### config.mk
export PLATFORM = sky130hd
export DESIGN_NAME = alu_datapath
export DESIGN_NICKNAME = d
export VERILOG_FILES = /design/src/rtl/alu_pkg.sv /design/src/rtl/alu_regfile.sv /design/src/rtl/alu_datapath.sv
export SDC_FILE = /design/constraint.sdc
export NUM_CORES = 1
export LEC_CHECK = 0
export CORE_MARGIN = 2
export CORE_UTILIZATION = 45
export DETAILED_ROUTE_END_ITERATION = 12
export GPL_ROUTABILITY_DRIVEN = 0
export GPL_TIMING_DRIVEN = 0
export HOLD_SLACK_MARGIN = 0.12
export RECOVER_POWER = 50
export SYNTH_ARGS = -nofsm -noshare
export SYNTH_HDL_FRONTEND = slang
export SYNTH_SLANG_ARGS = --single-unit
### constraint.sdc
create_clock -name CLK -period 7.5 [get_ports CLK]
set_clock_uncertainty 0.2 [all_clocks]
set_input_delay 1.5 -clock CLK [delete_from_list [all_inputs] [get_ports CLK]]
set_output_delay 1.5 -clock CLK [all_outputs]
set_load 0.05 [all_outputs]
### src/rtl/alu_pkg.sv
// alu_pkg: opcode encodings and FSM state encoding shared by the ALU datapath.
package alu_pkg;

  localparam logic [2:0] OP_ADD   = 3'b000;
  localparam logic [2:0] OP_LOAD  = 3'b001;
  localparam logic [2:0] OP_INC   = 3'b010;
  localparam logic [2:0] OP_MOVR  = 3'b011;
  localparam logic [2:0] OP_STORE = 3'b100;
  localparam logic [2:0] OP_SUB   = 3'b101;
  localparam logic [2:0] OP_AND   = 3'b110;
  localparam logic [2:0] OP_MUL   = 3'b111;

  typedef enum logic [0:0] {
    ST_IDLE = 1'b0,
    ST_MUL  = 1'b1
  } state_t;

endpackage

### src/rtl/alu_regfile.sv
// alu_regfile: REG_COUNT x DATA_WIDTH general registers, synchronous
// active-high reset, one write port and one combinational read port.
module alu_regfile #(
  parameter int DATA_WIDTH = 4,
  parameter int REG_COUNT  = 4,
  localparam int SEL_WIDTH = $clog2(REG_COUNT)
) (
  input  logic                  i_clk,
  input  logic                  i_rst,
  input  logic                  i_we,
  input  logic [SEL_WIDTH-1:0]  i_wsel,
  input  logic [DATA_WIDTH-1:0] i_wdata,
  input  logic [SEL_WIDTH-1:0]  i_rsel,
  output logic [DATA_WIDTH-1:0] o_rdata
);

  logic [DATA_WIDTH-1:0] r_regs [REG_COUNT];

  // Register storage: clear all entries on reset, otherwise write on i_we.
  always_ff @(posedge i_clk) begin
    if (i_rst) begin
      for (int i = 0; i < REG_COUNT; i++) begin
        r_regs[i] <= {DATA_WIDTH{1'b0}};
      end
    end else if (i_we) begin
      r_regs[i_wsel] <= i_wdata;
    end
  end

  assign o_rdata = r_regs[i_rsel];

endmodule

### src/rtl/alu_datapath.sv
// alu_datapath: accumulator ALU with register file, VALID/READY op interface,
// registered ZERO/CARRY flags and a multi-cycle shift-add multiplier.
// Optional build macro ALU_SAT_EN: saturating ADD/INC/SUB/MUL instead of
// modular wrap-around.
module alu_datapath
  import alu_pkg::*;
#(
  parameter int DATA_WIDTH = 4,
  parameter int REG_COUNT  = 4,
  parameter int OP_WIDTH   = 3,
  localparam int SEL_WIDTH = $clog2(REG_COUNT)
) (
  input  logic                  CLK,
  input  logic                  RST,
  input  logic [DATA_WIDTH-1:0] IN0,
  input  logic [OP_WIDTH-1:0]   OP,
  input  logic [SEL_WIDTH-1:0]  SEL,
  input  logic                  VALID,
  output logic                  READY,
  output logic                  DONE,
  output logic [DATA_WIDTH-1:0] ACC_OUT,
  output logic                  ZERO,
  output logic                  CARRY
);

  localparam int CW = $clog2(DATA_WIDTH) + 1;
  localparam int PW = 2 * DATA_WIDTH;

  state_t                r_state;
  state_t                w_state_next;
  logic [DATA_WIDTH-1:0] r_acc;
  logic                  r_zero;
  logic                  r_carry;
  logic                  r_done;
  logic [PW-1:0]         r_mcand;
  logic [PW-1:0]         r_prod;
  logic [DATA_WIDTH-1:0] r_mplier;
  logic [CW-1:0]         r_step;

  logic                  w_ready;
  logic                  w_accept;
  logic                  w_is_mul;
  logic                  w_mul_last;
  logic                  w_store;
  logic [DATA_WIDTH-1:0] w_rd;
  logic [PW-1:0]         w_prod_next;
  logic [DATA_WIDTH:0]   w_sum;
  logic [DATA_WIDTH:0]   w_inc;
  logic [DATA_WIDTH-1:0] w_diff;
  logic                  w_borrow;
  logic                  w_mul_hi_nz;
  logic                  w_acc_we;
  logic [DATA_WIDTH-1:0] w_acc_next;
  logic                  w_carry_next;

  assign w_accept   = VALID && w_ready;
  assign w_is_mul   = (OP == OP_MUL);
  assign w_store    = w_accept && (OP == OP_STORE);
  assign w_mul_last = (r_state == ST_MUL) && (r_step == CW'(DATA_WIDTH - 1));

  alu_regfile #(
    .DATA_WIDTH (DATA_WIDTH),
    .REG_COUNT  (REG_COUNT)
  ) u_regfile (
    .i_clk   (CLK),
    .i_rst   (RST),
    .i_we    (w_store),
    .i_wsel  (SEL),
    .i_wdata (r_acc),
    .i_rsel  (SEL),
    .o_rdata (w_rd)
  );

  // FSM state register.
  always_ff @(posedge CLK) begin
    if (RST) begin
      r_state <= ST_IDLE;
    end else begin
      r_state <= w_state_next;
    end
  end

  // FSM next-state: enter MUL on an accepted MUL, leave after the last step.
  always_comb begin
    w_state_next = r_state;
    case (r_state)
      ST_IDLE: begin
        if (w_accept && w_is_mul) begin
          w_state_next = ST_MUL;
        end else begin
          w_state_next = ST_IDLE;
        end
      end
      ST_MUL: begin
        if (w_mul_last) begin
          w_state_next = ST_IDLE;
        end else begin
          w_state_next = ST_MUL;
        end
      end
      default: w_state_next = ST_IDLE;
    endcase
  end

  // FSM outputs: the block only accepts ops while idle.
  always_comb begin
    w_ready = 1'b0;
    case (r_state)
      ST_IDLE: w_ready = 1'b1;
      ST_MUL:  w_ready = 1'b0;
      default: w_ready = 1'b0;
    endcase
  end

  // Arithmetic building blocks shared by the op decode below.
  always_comb begin
    w_sum       = {1'b0, IN0} + {1'b0, w_rd};
    w_inc       = {1'b0, r_acc} + {{DATA_WIDTH{1'b0}}, 1'b1};
    w_diff      = IN0 - w_rd;
    w_borrow    = (IN0 < w_rd);
    w_prod_next = r_prod + (r_mplier[0] ? r_mcand : {PW{1'b0}});
    w_mul_hi_nz = |w_prod_next[PW-1:DATA_WIDTH];
  end

  // Op decode: next accumulator value, carry flag and accumulator write enable.
  always_comb begin
    w_acc_we     = 1'b0;
    w_acc_next   = r_acc;
    w_carry_next = r_carry;
    if (w_mul_last) begin
      w_acc_we     = 1'b1;
      w_carry_next = w_mul_hi_nz;
`ifdef ALU_SAT_EN
      w_acc_next   = w_mul_hi_nz ? {DATA_WIDTH{1'b1}} : w_prod_next[DATA_WIDTH-1:0];
`else
      w_acc_next   = w_prod_next[DATA_WIDTH-1:0];
`endif
    end else if (w_accept) begin
      case (OP)
        OP_ADD: begin
          w_acc_we     = 1'b1;
          w_carry_next = w_sum[DATA_WIDTH];
`ifdef ALU_SAT_EN
          w_acc_next   = w_sum[DATA_WIDTH] ? {DATA_WIDTH{1'b1}} : w_sum[DATA_WIDTH-1:0];
`else
          w_acc_next   = w_sum[DATA_WIDTH-1:0];
`endif
        end
        OP_LOAD: begin
          w_acc_we     = 1'b1;
          w_acc_next   = IN0;
          w_carry_next = 1'b0;
        end
        OP_INC: begin
          w_acc_we     = 1'b1;
          w_carry_next = w_inc[DATA_WIDTH];
`ifdef ALU_SAT_EN
          w_acc_next   = w_inc[DATA_WIDTH] ? {DATA_WIDTH{1'b1}} : w_inc[DATA_WIDTH-1:0];
`else
          w_acc_next   = w_inc[DATA_WIDTH-1:0];
`endif
        end
        OP_MOVR: begin
          w_acc_we     = 1'b1;
          w_acc_next   = w_rd;
          w_carry_next = 1'b0;
        end
        OP_SUB: begin
          w_acc_we     = 1'b1;
          w_carry_next = w_borrow;
`ifdef ALU_SAT_EN
          w_acc_next   = w_borrow ? {DATA_WIDTH{1'b0}} : w_diff;
`else
          w_acc_next   = w_diff;
`endif
        end
        OP_AND: begin
          w_acc_we     = 1'b1;
          w_acc_next   = r_acc & w_rd;
          w_carry_next = 1'b0;
        end
        default: begin
          // STORE and MUL leave ACC and flags alone at the accept edge.
          w_acc_we     = 1'b0;
          w_acc_next   = r_acc;
          w_carry_next = r_carry;
        end
      endcase
    end else begin
      w_acc_we     = 1'b0;
      w_acc_next   = r_acc;
      w_carry_next = r_carry;
    end
  end

  // Accumulator, flags and DONE pulse.
  always_ff @(posedge CLK) begin
    if (RST) begin
      r_acc   <= {DATA_WIDTH{1'b0}};
      r_zero  <= 1'b1;
      r_carry <= 1'b0;
      r_done  <= 1'b0;
    end else begin
      if (w_acc_we) begin
        r_acc   <= w_acc_next;
        r_zero  <= (w_acc_next == {DATA_WIDTH{1'b0}});
        r_carry <= w_carry_next;
      end
      r_done <= (w_accept && !w_is_mul) || w_mul_last;
    end
  end

  // Shift-add multiplier: snapshot operands on accept, one step per MUL cycle.
  always_ff @(posedge CLK) begin
    if (RST) begin
      r_mcand  <= {PW{1'b0}};
      r_mplier <= {DATA_WIDTH{1'b0}};
      r_prod   <= {PW{1'b0}};
      r_step   <= {CW{1'b0}};
    end else if (w_accept && w_is_mul) begin
      r_mcand  <= {{DATA_WIDTH{1'b0}}, r_acc};
      r_mplier <= w_rd;
      r_prod   <= {PW{1'b0}};
      r_step   <= {CW{1'b0}};
    end else if (r_state == ST_MUL) begin
      r_mcand  <= r_mcand << 1;
      r_mplier <= r_mplier >> 1;
      r_prod   <= w_prod_next;
      r_step   <= r_step + CW'(1);
    end
  end

  assign READY   = w_ready;
  assign DONE    = r_done;
  assign ACC_OUT = r_acc;
  assign ZERO    = r_zero;
  assign CARRY   = r_carry;

endmodule
* Word level (Yosys, flattened, before mapping)
Memory sizes are Yosys's and may differ from the RTL's.
Index checks and enable logic that the tools add are counted.
** Cells by class
- $add $sub $neg :: 5
- $lt $le $gt $ge :: 1
- Equality and inequality tests :: 8
- Muxes and demuxes :: 26
- Bitwise logic cells :: 2
- Reductions and logical operators :: 18
** Operator list (number)
- 4-bit 2-to-1 mux :: 7
- 4-bit case mux with 6 select lines :: 1
- 1-bit 2-to-1 mux :: 13
- 3-bit equality test, second input constant :: 4
- 3-bit by 2-bit equality test with 1-bit output, second input constant :: 3
- 8-bit adder :: 1
- 8-bit 2-to-1 mux :: 1
- 4-bit OR reduction :: 2
- 6-bit OR reduction :: 1
- 4-bit by 1-bit adder with 5-bit output, second input constant :: 1
- 4-bit by 4-bit adder with 5-bit output :: 1
- 1-bit logical AND :: 5
- 5-bit nonzero test :: 1
- 4-bit bitwise AND :: 1
- 4-bit logical NOT :: 1
- 4-bit < comparator :: 1
- 1-bit case mux with 2 select lines :: 2
- 1-bit case mux with 4 select lines :: 1
- 2-bit nonzero test :: 2
- 4-bit subtractor :: 1
- 3-bit by 1-bit adder with 3-bit output, second input constant :: 1
- 3-bit by 1-bit equality test with 1-bit output, second input constant :: 1
- 3-bit logical NOT :: 1
- 3-bit AND reduction :: 1
- 6 further kinds :: 6
** Word-level totals
- Flip-flop bits (word level) :: 31
- RAM bits :: 16
- Bits of input ports :: 12
- Logic and storage cells :: 71
- Memories :: 1
** Memories
- u_regfile.r_regs :: depth 4, width 4, rd ports 1, clocked after Yosys merged registers in 0, write ports 4, line alu_regfile.sv:17 : logic [DATA_WIDTH-1:0] r_regs [REG_COUNT];

* Depth between registers and ports, before layout
Gate-level depths: netlist (run 1).
- Word-level depth :: 9
- Gate-level depth with buffers :: 11

* Hierarchy
Synthesis (run 1) repeated with hierarchy kept, for this count alone.
** Unflattened totals
- Cell total of the unflattened synthesis :: 302
- Area, all modules :: 2930.3 sq um
** Modules (own cells, without submodules)
- alu_datapath :: times used 1, cells each 255, area each 2154.6 sq um
- alu_regfile :: times used 1, cells each 47, area each 775.7 sq um

* Worst setup path before layout (run 1)
OpenSTA, ideal clock, no wires.
- Kind :: input -> register
- Start :: input SEL[0]
- End :: register r_zero (netlist: ZERO)
- Arrival :: 3.591 ns
- Setup slack :: 3.593 ns
- Cell stages on the path :: 10
- Path buffers :: 1
- Path through :: buf_6 > mux4_1 > inv_1 > ha_1 > xnor2_1 > a2111oi_0 > a41oi_1 > o221ai_1 > a21oi_1 > a31o_1
** On the way
- Cells in the longest elaborated chain, start to end :: 6
- Elaborated cells between the ends (all ways) :: 8
- Classes of those cells :: add/sub: 2; mux: 3; bitwise: 1; reduce/logical: 1; memory: 1
** Ends and longest elaborated chain
- from (decl) :: line alu_datapath.sv:17 : input logic [SEL_WIDTH-1:0] SEL,
- memory 4 x 4 bit *
- 4-bit subtractor (tied with other cells) :: line alu_datapath.sv:119 : w_diff = IN0 - w_rd;
- 4-bit case mux with 6 select lines * :: line alu_datapath.sv:139 : case (OP)
- 4-bit 2-to-1 mux * :: line alu_datapath.sv:138 : end else if (w_accept) begin
- 4-bit 2-to-1 mux * :: line alu_datapath.sv:130 : if (w_mul_last) begin
- 4-bit logical NOT * :: line alu_datapath.sv:206 : r_zero <= (w_acc_next == {DATA_WIDTH{1'b0}});
- to (signal assigned) :: line alu_datapath.sv:206
- to (decl) :: line alu_datapath.sv:32 : logic r_zero;
Mark *: on every way between the ends. The rest lies on a longest branch, timed or not.
A chain may end at the register's enable or synchronous reset.

==> results of run 1 <==
-- kinds of logic (layout without fill, tap and decap cells) --
group                    after synthesis  count (layout)
multiplexers                          14              14
adder cells (fa/ha/maj)               22              22
buffers and inverters                 35              59
AND/OR/NAND/NOR                      111             111
AO/OA/AOI/OAI                         77              77
XOR/XNOR                              10              10
flip-flops                            47              47
-- worst max path at each step --
stage	start	to	cells after the start
2_1_floorplan	SEL[0]	ZERO	10
3_3_place_gp	OP[0]	u_regfile.r_regs[0][3]	7
3_5_place_dp	OP[0]	u_regfile.r_regs[0][3]	7
4_1_cts	OP[0]	u_regfile.r_regs[0][0]	7
5_1_grt	OP[0]	u_regfile.r_regs[0][1]	7
6_report	OP[0]	u_regfile.r_regs[0][0]	7
-- worst max-delay path, delay by kind of cell --
kind                   cells  cell delay (ps)
buffers and inverters      2              900
and+or+nand+nor            5             1810
-- cells in the mapped netlist, drive strengths merged (3+ instances only) --
cell type | instances | area, µm²
a211oi | 12 | 90.09
a21o | 3 | 22.52
a21oi | 22 | 113.9
a221oi | 4 | 35.03
a22oi | 3 | 22.52
a31oi | 3 | 18.77
and2 | 19 | 118.9
and3 | 3 | 18.77
buf | 6 | 48.79
clkbuf | 12 | 45.04
dfxtp | 31 | 620.6
edfxtp | 16 | 480.5
fa | 3 | 60.06
ha | 19 | 237.7
inv | 17 | 63.81
mux2i | 10 | 100.1
mux4 | 4 | 97.59
nand2 | 17 | 63.81
nand2b | 7 | 43.79
nand3 | 7 | 35.03
nand3b | 3 | 22.52
nor2 | 39 | 146.4
nor2b | 3 | 18.77
nor3 | 5 | 25.02
o21a | 3 | 22.52
o21ai | 8 | 40.04
or2 | 3 | 18.77
xnor2 | 7 | 61.31
xor2 | 3 | 26.28
-- placed cells by master (no fill, tap or decap), types with 4 or more instances in the layout --
cell type / count
o21ai_0: 8
dfxtp_1: 31
dlygate4sd3_1: 9
a211oi_1: 12
nor3_1: 5
clkbuf_1: 15
nand2_1: 17
and2_1: 15
ha_1: 19
a21oi_1: 21
mux2i_1: 10
edfxtp_1: 16
xnor2_1: 7
inv_1: 17
nand2b_1: 7
and2_0: 4
a221oi_1: 4
nand3_1: 7
clkbuf_8: 5
nor2_1: 39
clkdlybuf4s50_1: 7
-- final cells by class --
type | instances | area [µm²]
buffer | 18 | 91.34
inverter | 17 | 63.81
tap | 77 | 96.34
multi-input combinational | 234 | 1660
timing repair buffer | 16 | 160.2
clock buffer | 6 | 72.57
fill | 612 | 3055
clock inverter | 2 | 12.51
sequential | 47 | 1101
-- layer usage --
| layer | global-route usage [%] | up-vias |
|---|---|---|
| met4 | 5.772 | 0 |
| li1 | - | 1184 |
| met1 | 29.14 | 1105 |
| met3 | 3.048 | 8 |
| met2 | 31.57 | 49 |
| met5 | 0 | - |
-- sequential cells by signal (all words and copies together), names as in the netlist --
name,flops
CARRY,1
r_mcand,8
r_state,1
DONE,1
r_prod,8
r_step,3
u_regfile.r_regs,16
ZERO,1
r_mplier,4
ACC_OUT,4
-- power groups by stage --
stage          combinational [mW]  clock, mW  sequential, mW
2_1_floorplan              0.0586          0           0.288
3_3_place_gp               0.0956          0           0.281
3_5_place_dp               0.0964          0           0.281
4_1_cts                    0.0972      0.158           0.275
5_1_grt                     0.105      0.168           0.276
6_report                   0.0957      0.154           0.275
==> impl_metrics.csv, run 1 <==
group,metric,value,unit
drt,wirelength,7014,µm
synth,synth-main-ff-cell,"dfxtp_1",
power_and_ir_drop,p_seq_share,52.4,%
floorplan,die_x,84.54,µm
clock_network,post_cts_buffers,0,
clock_network,cts.sinks,47,
floorplan,core-area,6314,µm²
sta,fmax,227.1,MHz
power_and_ir_drop,clockPowerShare,29.4,%
drt,drc,0,
global_route,grt_pass1_vias,2208,
outcome,outcome,"completed",
sta,slew_headroom,43.77,%
critical_path,r2r_end,"ZERO",
sta,slew_viol_final,0,
synth,syn_nets,350,
synth,syn-instance-count,316,
sta,layout_min_cycle_time,4403,ps
synth,synth_compound_area_share,18.09,%
critical_path,slowest_stage,"nor3_1",
synth,synth_seq_cells,47,
critical_path,worstPathArrival,4220,ps
clock_network,ctsHoldBuffers,0,
sta,finalCritPeriodShare,58.70,%
critical_path,r2r_setup_slack,4430,ps
floorplan,die_area,7147,µm²
clock_network,ctsResizeCount,0,
synth,synth.avg_cell_area,9.238,µm²
critical_path,crit_chain,"dlygate4sd3_1, clkbuf_1, and2b_1, nand2_1, nor3_1, nor3b_1, or2_2",
synth,synthSimpleGateAreaFrac,18.82,%
global_route,grt_max_degree,15,
sta,setup_violations,0,
synth,synth_xor_xnor_area_share,3.000,%
clock_network,cts_max_level,2,
final_layout,nets,373,
power_and_ir_drop,peakVddDrop,0.09340,mV
place,dpl_cell_area,3176,µm²
final_layout,instances_no_fill,417,
synth,synth_area,2919,µm²
power_and_ir_drop,intPower,0.3716,mW
synth,yosysSeqAreaShare,37.72,%
critical_path,critPathMaxStageDelay,650,ps
drt,highest_layer,"met4",
final_layout,area_growth,11.62,%
synth,yosysWarnings,0,
floorplan,die_y,84.54,µm
floorplan,start_util,46.23,%
synth,synthArstFlopShare,0,%
clock_network,clkSlewWorstSetupHoldPaths,90,ps
min_path,hp-class,"reg -> reg",
sta,setup-tns-final,0,ps
drt,routedWlPerCell,16.82,µm
critical_path,start_kind,"input pin",
sta,fin_ws,3097,ps
final_layout,fin_util,51.61,%
critical_path,cp-end-kind,"register",
drt,viasPerCell,5.626,
power_and_ir_drop,p_comb_share,18.2,%
floorplan,rows,29,
drt,wl_met1,3425,µm
min_path,min_path_cells,2,
drt,drtAntennaViolNets,0,
power_and_ir_drop,power_density,161.2,nW/µm²
sta,hold_ws,277.8,ps
place,dp_cells,409,
critical_path,path_class,"in -> reg",
drt,drtPass1Iterations,4,
power_and_ir_drop,power.total,0.5251,mW
floorplan,boundaryPins,20,
synth,synth_top_family_by_area,"simple AND/OR/NAND/NOR gates",
synth,yosys.cell_types.count,51,
final_layout,drive_gt1_share,5.588,%
clock_network,tritoncts,"built",
final_layout,final_area,3258,µm²
clock_network,cts_root_buf,"clkbuf_8",
critical_path,crit_path_max_fanout,10,
power_and_ir_drop,p_sw,0.1535,mW
sta,rsz0062_at_grt,"false",
place,dp_hpwl,5310,µm
place,pre_cts_ws,3024,ps
critical_path,r2r_start,"u_regfile.r_regs[1][1]",
synth,synth_edf_count,16,
global_route,overflow,0,
sta,worstMarginPinSlew,837.0,ps
drt,num_vias,2346,
power_and_ir_drop,p_leak,1.243,nW
global_route,grt_pass1_wl,11280,µm
drt,routed-wl-met2,3226,µm
synth,synthMuxAreaShare,6.772,%
min_path,worstHoldStart,"r_mcand[3]",
clock_network,cts_max_path_buffers,2,
place,io_buffer_count,16,
min_path,whs_endpoint,"r_mcand[3]",
sta,hold_violations,0,
global_route,antenna_found_initial,0,
drt,drt_iter0_markers,110,
run,maxCapViolCount,0,
drt,wl_met3,280,µm
power_and_ir_drop,sw_frac_of_total,29.24,%
critical_path,required,7320,ps
global_route,grt_usage,20.19,%
final_layout,num_antenna_cells,0,
clock_network,cts_buffers,5,
critical_path,r2r_cells,9,
synth,synthAdderAreaFrac,10.20,%
clock_network,insertion_delay,310,ps
Power figures use the tool's default switching activity.
==> run 2: changes to the inputs <==
==> constraint.sdc (replaced) <==
create_clock -name CLK -period 4.44 [get_ports CLK]
set_clock_uncertainty 0.2 [all_clocks]
set_input_delay 0.888 -clock CLK [delete_from_list [all_inputs] [get_ports CLK]]
set_output_delay 0.888 -clock CLK [all_outputs]
set_load 0.05 [all_outputs]
==> results of run 2 <==
The final DEF is identical to that of run 1. Status: completed.
Among the figures that moved: setup slack after placement 3024 ps -> 576.0 ps; setup slack after layout 3097 ps -> 649.1 ps; register-to-register setup slack 4430 ps -> 1370 ps; total power 0.5251 mW -> 0.8870 mW; worst IR drop on VDD 0.09340 mV -> 0.1578 mV
==> run 3: changes to the inputs <==
--- a/config.mk
+++ b/config.mk
@@ -12,6 +12,7 @@
 export GPL_TIMING_DRIVEN = 0
 export HOLD_SLACK_MARGIN = 0.12
 export RECOVER_POWER = 50
+export SLEW_MARGIN = 10
 export SYNTH_ARGS = -nofsm -noshare
 export SYNTH_HDL_FRONTEND = slang
 export SYNTH_SLANG_ARGS = --single-unit
==> results of run 3 <==
The final DEF is identical to that of run 1. Status: completed.
Among the figures that moved: setup slack after placement 3024 ps -> 576.0 ps; setup slack after layout 3097 ps -> 649.1 ps; register-to-register setup slack 4430 ps -> 1370 ps; total power 0.5251 mW -> 0.8870 mW; worst IR drop on VDD 0.09340 mV -> 0.1578 mV
